### config.mk
export PLATFORM = sky130hd
export DESIGN_NAME = tmpl_match_ctrl
export DESIGN_NICKNAME = d
export VERILOG_FILES = /design/src/rtl/digit_rec_pkg.sv /design/src/rtl/tmpl_score_acc.sv /design/src/rtl/tmpl_match_ctrl.sv
export SDC_FILE = /design/constraint.sdc
export NUM_CORES = 1
export LEC_CHECK = 0
export ABC_AREA = 1
export BUFFER_PORTS_ARGS = -buffer_cell sky130_fd_sc_hd__buf_4
export CAP_MARGIN = 30
export CORE_MARGIN = 2
export CORE_UTILIZATION = 40
export DETAILED_ROUTE_END_ITERATION = 8
export PLACE_DENSITY_LB_ADDON = 0.1
export SETUP_SLACK_MARGIN = 0.5
export SLEW_MARGIN = 20
export SYNTH_ARGS = -nofsm -noshare
export SYNTH_HDL_FRONTEND = slang
export SYNTH_HIERARCHICAL = 1
export SYNTH_SLANG_ARGS = --single-unit
### constraint.sdc
create_clock -name clk -period 6 [get_ports clk]
set_input_delay 1.2 -clock clk [delete_from_list [all_inputs] [get_ports clk]]
set_output_delay 1.2 -clock clk [all_outputs]
set_load 0.01 [all_outputs]
### src/rtl/digit_rec_pkg.sv
// Shared types and defaults for the digit template matcher.
// Build macro TMPL_ROM_OREG_EN selects a ROM with its output register enabled (LAT=2).
package digit_rec_pkg;

  typedef enum logic [2:0] {
    ST_IDLE,
    ST_SCAN,
    ST_DRAIN,
    ST_NEXT,
    ST_DONE
  } state_t;

  localparam int DEF_N_TMPL  = 10;
  localparam int DEF_ADDR_W  = 12;
  localparam int DEF_SCORE_W = DEF_ADDR_W + 1;

`ifdef TMPL_ROM_OREG_EN
  localparam int LAT = 2;
`else
  localparam int LAT = 1;
`endif

endpackage

### src/rtl/tmpl_score_acc.sv
// Per-template match counter: tracks in-flight ROM reads and counts pixels
// where the template bit equals the image bit.
module tmpl_score_acc
  import digit_rec_pkg::*;
#(
  parameter int SCORE_W = DEF_SCORE_W
)(
  input  logic               clk,
  input  logic               rst_n,
  input  logic               clr,
  input  logic               issue,
  input  logic               rom_dout,
  input  logic               img_bit,
  output logic [SCORE_W-1:0] score
);

  logic [LAT-1:0] vld;

  // clr also flushes the valid pipe so reads left over from an aborted run never count
  always_ff @(posedge clk or negedge rst_n) begin
    if (!rst_n) begin
      vld   <= '0;
      score <= '0;
    end else if (clr) begin
      vld   <= '0;
      score <= '0;
    end else begin
      vld <= LAT'({vld, issue});
      if (vld[LAT-1] && (rom_dout ~^ img_bit))
        score <= score + SCORE_W'(1);
    end
  end

endmodule

### src/rtl/tmpl_match_ctrl.sv
// Scans N_TMPL template ROMs against the image buffer and reports the best-matching digit.
// ROM read latency comes from digit_rec_pkg::LAT (macro TMPL_ROM_OREG_EN).
//
// state    | meaning
// IDLE     | waiting for start; accumulators held clear
// SCAN     | issuing pixel addresses 0..2^ADDR_W-1 for tmpl_sel
// DRAIN    | LAT cycles letting the last reads return
// NEXT     | fold template score into run best, advance template
// DONE     | publish run best; done pulses on the following cycle
module tmpl_match_ctrl
  import digit_rec_pkg::*;
#(
  parameter int N_TMPL  = DEF_N_TMPL,
  parameter int ADDR_W  = DEF_ADDR_W,
  parameter int SCORE_W = ADDR_W + 1
)(
  input  logic                       clk,
  input  logic                       rst_n,
  input  logic                       start,
  input  logic                       abort,
  output logic                       busy,
  output logic                       done,
  output logic [ADDR_W-1:0]          rom_ad,
  output logic                       rom_ce,
  output logic                       rom_oce,
  output logic                       rom_reset,
  output logic [$clog2(N_TMPL)-1:0]  tmpl_sel,
  input  logic                       rom_dout,
  input  logic                       img_bit,
  output logic [$clog2(N_TMPL)-1:0]  best_digit,
  output logic [SCORE_W-1:0]         best_score
);

  localparam int                SEL_W    = $clog2(N_TMPL);
  localparam logic [SEL_W-1:0]  SEL_LAST = SEL_W'(N_TMPL - 1);
  localparam logic [ADDR_W-1:0] AD_LAST  = '1;

  state_t             state;
  logic [1:0]         rst_sync;
  logic               rst_int_n;
  logic [1:0]         drain_cnt;
  logic [SEL_W-1:0]   run_digit;
  logic [SCORE_W-1:0] run_score;
  logic [SCORE_W-1:0] score;
  logic               acc_clr;
  logic               acc_issue;

  // assert immediately, release two clocks after rst_n rises
  always_ff @(posedge clk or negedge rst_n) begin
    if (!rst_n) rst_sync <= 2'b00;
    else        rst_sync <= {rst_sync[0], 1'b1};
  end
  assign rst_int_n = rst_sync[1];

  assign rom_reset = 1'b0;
  assign acc_clr   = (state == ST_IDLE) || (state == ST_NEXT);
  assign acc_issue = (state == ST_SCAN);

  tmpl_score_acc #(.SCORE_W(SCORE_W)) u_acc (
    .clk      (clk),
    .rst_n    (rst_int_n),
    .clr      (acc_clr),
    .issue    (acc_issue),
    .rom_dout (rom_dout),
    .img_bit  (img_bit),
    .score    (score)
  );

  always_ff @(posedge clk or negedge rst_int_n) begin
    if (!rst_int_n) begin
      state      <= ST_IDLE;
      busy       <= 1'b0;
      done       <= 1'b0;
      rom_ce     <= 1'b0;
      rom_oce    <= 1'b0;
      rom_ad     <= '0;
      tmpl_sel   <= '0;
      drain_cnt  <= '0;
      run_digit  <= '0;
      run_score  <= '0;
      best_digit <= '0;
      best_score <= '0;
    end else begin
      done <= 1'b0;
      if (abort && state != ST_IDLE) begin
        state   <= ST_IDLE;
        busy    <= 1'b0;
        rom_ce  <= 1'b0;
        rom_oce <= 1'b0;
      end else begin
        case (state)
          ST_IDLE: begin
            if (start && !abort) begin
              state     <= ST_SCAN;
              busy      <= 1'b1;
              rom_ce    <= 1'b1;
              rom_oce   <= 1'b1;
              rom_ad    <= '0;
              tmpl_sel  <= '0;
              run_digit <= '0;
              run_score <= '0;
            end
          end
          ST_SCAN: begin
            if (rom_ad == AD_LAST) begin
              state     <= ST_DRAIN;
              drain_cnt <= 2'(LAT - 1);
            end else begin
              rom_ad <= rom_ad + ADDR_W'(1);
            end
          end
          ST_DRAIN: begin
            if (drain_cnt == 2'd0) begin
              state   <= ST_NEXT;
              rom_ce  <= 1'b0;
              rom_oce <= 1'b0;
            end else begin
              drain_cnt <= drain_cnt - 2'd1;
            end
          end
          ST_NEXT: begin
            // strict compare keeps the lower digit on a tie
            if (score > run_score || tmpl_sel == '0) begin
              run_score <= score;
              run_digit <= tmpl_sel;
            end
            if (tmpl_sel == SEL_LAST) begin
              state <= ST_DONE;
            end else begin
              state    <= ST_SCAN;
              tmpl_sel <= tmpl_sel + SEL_W'(1);
              rom_ad   <= '0;
              rom_ce   <= 1'b1;
              rom_oce  <= 1'b1;
            end
          end
          ST_DONE: begin
            state      <= ST_IDLE;
            busy       <= 1'b0;
            done       <= 1'b1;
            best_digit <= run_digit;
            best_score <= run_score;
          end
          default: state <= ST_IDLE;
        endcase
      end
    end
  end

endmodule

==> results of run 1 <==
==> flip-flops by register name, summed over array words and instances (netlist names) <==
name and count:
u_acc/vld 1, drain_cnt 2, u_acc/score 13, best_score 13, tmpl_sel 4, rst_sync 2, rom_ad 12, run_score 13
state 3, done 1, best_digit 4, rom_oce 1, busy 1, run_digit 4
==> final timing paths <==
kind | from | endpoint | slack [ns] | cells after the start
worst max-delay path | u_acc/score[12] | run_score[11] | 3.50 | 14
worst min-delay path | rst_sync[1] | best_digit[1] | 0.29 | 1
min in group clk | rst_sync[0] | rst_sync[1] | 0.36 | 0
worst min register to register | rst_sync[1] | best_digit[1] | 0.29 | 1
max in group asynchronous | rst_sync[1] | u_acc/score[5] | 5.15 | 2
worst max register to register | u_acc/score[12] | run_score[11] | 3.50 | 14
==> routing by layer <==
layer / up-vias / global-route usage [%] / part of all wire [%]
met1: 1565 / 24.0 / 52
met2: 56 / 26.3 / 43
li1: 1773 / - / -
met3: 13 / 3.03 / 3.3
met4: 0 / 5.71 / 1.4
met5: - / 0 / 0
==> Yosys cell counts, drive strengths merged <==
cell type	n
conb	2
clkbuf	5
nand4	8
buf	7
and3	1
nand3	59
o21ai	34
xor2	5
o22ai	1
dfrtp	74
inv	88
nor3	12
o32ai	1
ha	19
a21oi	17
nor2	58
nand2	142
nor3b	1
==> cell type report <==
type,count,area [um^2],share of cell area [%]
Clock buffer,10,128,2.70
Clock inverter,6,66.3,1.40
Inverter,88,333,7.03
Multi-Input combinational cell,360,1840,39.0
Sequential cell,74,1850,39.1
Tap cell,133,166,3.52
Timing Repair Buffer,44,343,7.24
==> power by group <==
part	switching (mW)	internal, mW
registers	0.0371	0.539
clock network	0.193	0.193
logic	0.352	0.139
total	0.582	0.871
==> per-stage QoR <==
step | utilization [%] | std cells | power (mW) | area, um^2
finish | 48.0 | 715 | 1.45 | 4730
global placement | 45.8 | 698 | 1.07 | 4520
floorplan | - | 534 | 0.965 | 4100
detailed placement | 45.8 | 698 | 1.08 | 4520
CTS | 47.8 | 714 | 1.47 | 4710
global route | 48.0 | 715 | 1.56 | 4730
==> cells by family (layout without fill, tap and decap cells) <==
kind of cell | after synthesis | after routing | synth area share, %
and+or+nand+nor | 281 | 281 | 31.2
buffers and inverters | 100 | 148 | 9.88
DFF | 74 | 74 | 45.1
AOI/OAI and AO/OA | 53 | 53 | 6.68
adders and majority gates | 19 | 19 | 5.80
xor gates and xnor gates | 5 | 5 | 1.07
other | 2 | 2 | 0.183
==> critical path: stages, from the launching register on <==
cell and delay, ns:
dfrtp_1 0.44, ha_1 0.32, nand2_1 0.07, nor2_1 0.14, inv_1 0.05, nor2_1 0.15, nand2_1 0.07, nand2_1 0.06
nand2_1 0.06, nand2_1 0.05, nand2_1 0.05, nand2_2 0.25, nand2_1 0.41, nand2_1 0.18, nand2_1 0.07
==> impl_metrics.yaml, run 1 <==
synthesis:
  ys_types: 33
  syn_inst: 534
  syn-num-nets: 559
  yosysTopAreaCell: "dfrtp_1"
  ys_warn_count: 6
  ys_top_cells_by_area: "dfrtp_1, nand2_1, inv_1"
  syn_area_mm2: 0.00410
  synth.avg_cell_area_um2: 7.68
  synth_seq_cells: 74
  yosysSeqAreaShare_pct: 45.1
  netlist.area_leader.share_pct: 45.1
detailed_routing:
  ant_nets: 0
  vias: 3407
  wire_per_inst_um: 12.2
  drc_errors: 0
  firstDrtPassIters: 4
  wl_um: 8700
  vias_per_cell: 4.77
  drt_iter0_markers: 158
clock_tree:
  cts_buffer_depth: 2
  numCtsBuffers: 9
  cts_root_buf: "clkbuf_8"
  post_cts_buffers: 0
  clkTransAtPathRegs_ns: 0.08
  clk_latency_ns: 0.35
  cts_tree: "built"
  cts_hold_buf: 0
  cts_sinks: 74
  ctsResizeCount: 0
  h-tree-depth: 3
die:
  die_h_um: 105
  initial_core_util_pct: 41.6
  rows: 36
  die_w_um: 105
  coreArea_mm2: 0.00986
  ios: 44
  die-area_mm2: 0.0111
sta:
  rsz0062_at_grt: "no"
  hold_viol_final: 0
  worst_slack_ns: 3.50
  fin_worst_skew_ns: 0.0113
  final-max-slew-violation-count: 0
  final.min_clock_period_ns: 2.50
  holdWs_ns: 0.288
  finalSetupViolCount: 0
  relSlewSlack_pct: 52.3
  fmax_mhz: 400
  finalCritPeriodShare_pct: 41.7
  worstMarginPinSlew_ns: 0.715
  setup_tns_ns: 0
outcome:
  outcome: "completed"
place:
  hpwl_um: 6380
  port_buffers: 42
  place.gp.congestion: 0.815
  place_ws_ns: 3.35
hold_path:
  min_path_type: "reg2async"
power_and_ir_drop:
  peakVddDrop_v: 0.000140
  power_density_mw_per_mm2: 307
  leakagePower_nw: 2.37
worst_setup_path:
  required_ns: 6.23
  crit_type: "reg2reg"
  startpoint_type: "flip-flop"
  cp_max_fo: 18
  end_kind: "flip-flop"
  arrival_ns: 2.73
cells_and_area:
  n_fill_cell: 988
  area_growth_pct: 15.4
  nets: 602
  n_antenna_cell: 0
  final_layout_size_suffix_gt1_share_pct: 14.8
  final_common_cell: "nand2_1"
  final_cell_mix: "nand2_1, inv_1, dfrtp_1"
grt:
  gr-total-overflow: 0
  antenna_found_initial: 0
  grt_max_degree: 73
  grt_pass1_wl_um: 15400
  grt_use_total_pct: 17.0
  grt_pass1_vias: 3266
run:
  max-cap-violations: 0
No activity file was read; power rests on OpenSTA's default activity.
==> run 2, diff against run 1 <==
==> constraint.sdc (replaced) <==
create_clock -name clk -period 2.45 [get_ports clk]
set_input_delay 0.49 -clock clk [delete_from_list [all_inputs] [get_ports clk]]
set_output_delay 0.49 -clock clk [all_outputs]
set_load 0.01 [all_outputs]
==> impl_metrics.yaml, run 2 (synthesized netlist as in run 1, its figures left out) <==
worst_setup_path:
  crit_buf_inv: 2
  arrival_ns: 2.19
  crit_type: "reg2reg"
  end_kind: "flip-flop"
  startpoint_type: "flip-flop"
  cp_max_fo: 8
  path_cells: "ha_4 -> nand2_2 -> nor2_2 -> inv_1 -> nor2_2 -> nand2_1 -> nand2_1 -> nand2_1 -> nand2_1 -> nand2_2 -> nand2_4 -> clkbuf_16 -> nand3_2 -> nand2_1"
  required_ns: 2.72
  reg2reg_slack_ns: 0.53
  critPathTopFamily: "simple AND/OR/NAND/NOR gates"
  crit_top_cell: "nand2_1"
  slowest_stage: "dfrtp_1"
  crit_path_max_incr_delay_ns: 0.43
sta:
  rsz0062_at_grt: "yes"
  finalSetupViolCount: 0
  relSlewSlack_pct: 53.7
  worstMarginPinSlew_ns: 0.694
  final-max-slew-violation-count: 0
  fmax_mhz: 521
  fin_worst_skew_ns: 0.0136
  final.min_clock_period_ns: 1.92
  finalCritPeriodShare_pct: 78.3
  hold_viol_final: 0
  setup_tns_ns: 0
cells_and_area:
  top_regs: "best_score x13, run_score x13, u_acc/score x13"
  n_antenna_cell: 0
  n_fill_cell: 957
  final_cell_mix: "nand2_1, inv_1, dfrtp_1"
  nets: 622
  design_area_mm2: 0.00510
  final_layout_size_suffix_gt1_share_pct: 23.1
  final_common_cell: "nand2_1"
  area_growth_pct: 24.4
clock_tree:
  cts_sinks: 74
  clkTransAtPathRegs_ns: 0.09
  h-tree-depth: 3
  numCtsBuffers: 9
  cts_buffer_depth: 2
  cts_root_buf: "clkbuf_8"
  cts_tree: "built"
  clk_latency_ns: 0.34
power_and_ir_drop:
  peakVddDrop_v: 0.000375
  power_density_mw_per_mm2: 767
  leakagePower_nw: 2.50
detailed_routing:
  wire_per_inst_um: 12.8
  drt_iter0_markers: 108
  vias: 3520
  vias_per_cell: 4.79
  firstDrtPassIters: 4
  wl_um: 9400
  ant_nets: 0
  drc_errors: 0
hold_path:
  min_path_type: "reg2async"
die:
  initial_core_util_pct: 41.6
  die_w_um: 105
  ios: 44
  die_h_um: 105
  rows: 36
  coreArea_mm2: 0.00986
  die-area_mm2: 0.0111
grt:
  gr-total-overflow: 0
  grt_pass1_wl_um: 15200
  grt_pass1_vias: 3202
  grt_max_degree: 52
  grt_use_total_pct: 17.0
  antenna_found_initial: 0
outcome:
  outcome: "completed"
place:
  port_buffers: 42
  place.gp.congestion: 0.843
  hpwl_um: 6590
  place_area_mm2: 0.00458
run:
  max-cap-violations: 0
[run 2: cell count changes in the layout (fill, tap and decap cells not counted), moves of 3 or more]
| cell | previous run | this run |
|---|---|---|
| nand2_1 | 136 | 131 |
| ha_1 | 19 | 15 |
| ha_4 | 0 | 4 |
| nand2_2 | 3 | 6 |
| nand3_2 | 2 | 15 |
| dfrtp_2 | 1 | 4 |
| nand3_1 | 57 | 44 |
| buf_4 | 43 | 59 |
| inv_2 | 5 | 10 |
| dfrtp_1 | 73 | 70 |
| inv_1 | 82 | 77 |
[run 2: report_power, final]
group	internal [mW]	switching (mW)	total [mW]	leakage, nW
Combinational	0.532	1.02	1.55	1.42
Clock	0.473	0.473	0.945	0.0925
Sequential	1.32	0.0984	1.42	0.994
Total	2.32	1.59	3.91	2.50
[run 2: area by class of cell]
| type | instances | area (um^2) | area share (%) |
|---|---|---|---|
| Clock buffer | 10 | 128 | 2.50 |
| Timing Repair Buffer | 64 | 538 | 10.5 |
| Tap cell | 133 | 166 | 3.26 |
| Multi-Input combinational cell | 360 | 2010 | 39.5 |
| Inverter | 88 | 333 | 6.52 |
| Clock inverter | 6 | 67.6 | 1.32 |
| Sequential cell | 74 | 1860 | 36.4 |
[run 2: final timing paths]
check	from	end	cells after the start
setup reg to reg	u_acc/score[10]	run_score[0]	14
hold reg to reg	rst_sync[1]	done	0
setup / recovery	u_acc/score[10]	run_score[0]	14
min in group clk	rst_sync[0]	rst_sync[1]	0
max in group asynchronous	rst_sync[1]	u_acc/score[12]	1
hold / removal	rst_sync[1]	done	0
[run 2: metrics by stage]
step	instances	hold slack, ns	util [%]	power (mW)	setup WS, ns
floorplan	534	0.194	-	2.36	0.512
global placement	705	0.268	46.5	2.69	0.330
detailed placement	705	0.274	46.5	2.71	0.225
CTS	723	0.271	48.8	3.71	0.504
global route	735	0.308	51.7	4.19	0.366
finish	735	0.252	51.7	3.91	0.532
[run 2: what timing repair did]
item                                   4_1_cts  5_1_grt
endpoints found under the hold margin        2        0
setup endpoints to repair                   25       34
hold buffers                                 1        0
resized for setup                            6       34
pin swaps                                    1       17
buffers inserted                             1       10
cloned                                       0        2
[run 2: per-layer routing]
metal | track usage [%] | share of wire, % | vias up
met2 | 26.1 | 46 | 52
met5 | 0 | 0 | -
met3 | 4.08 | 3.1 | 5
met4 | 4.57 | 0.61 | 0
li1 | - | - | 1807
met1 | 24.1 | 50 | 1656
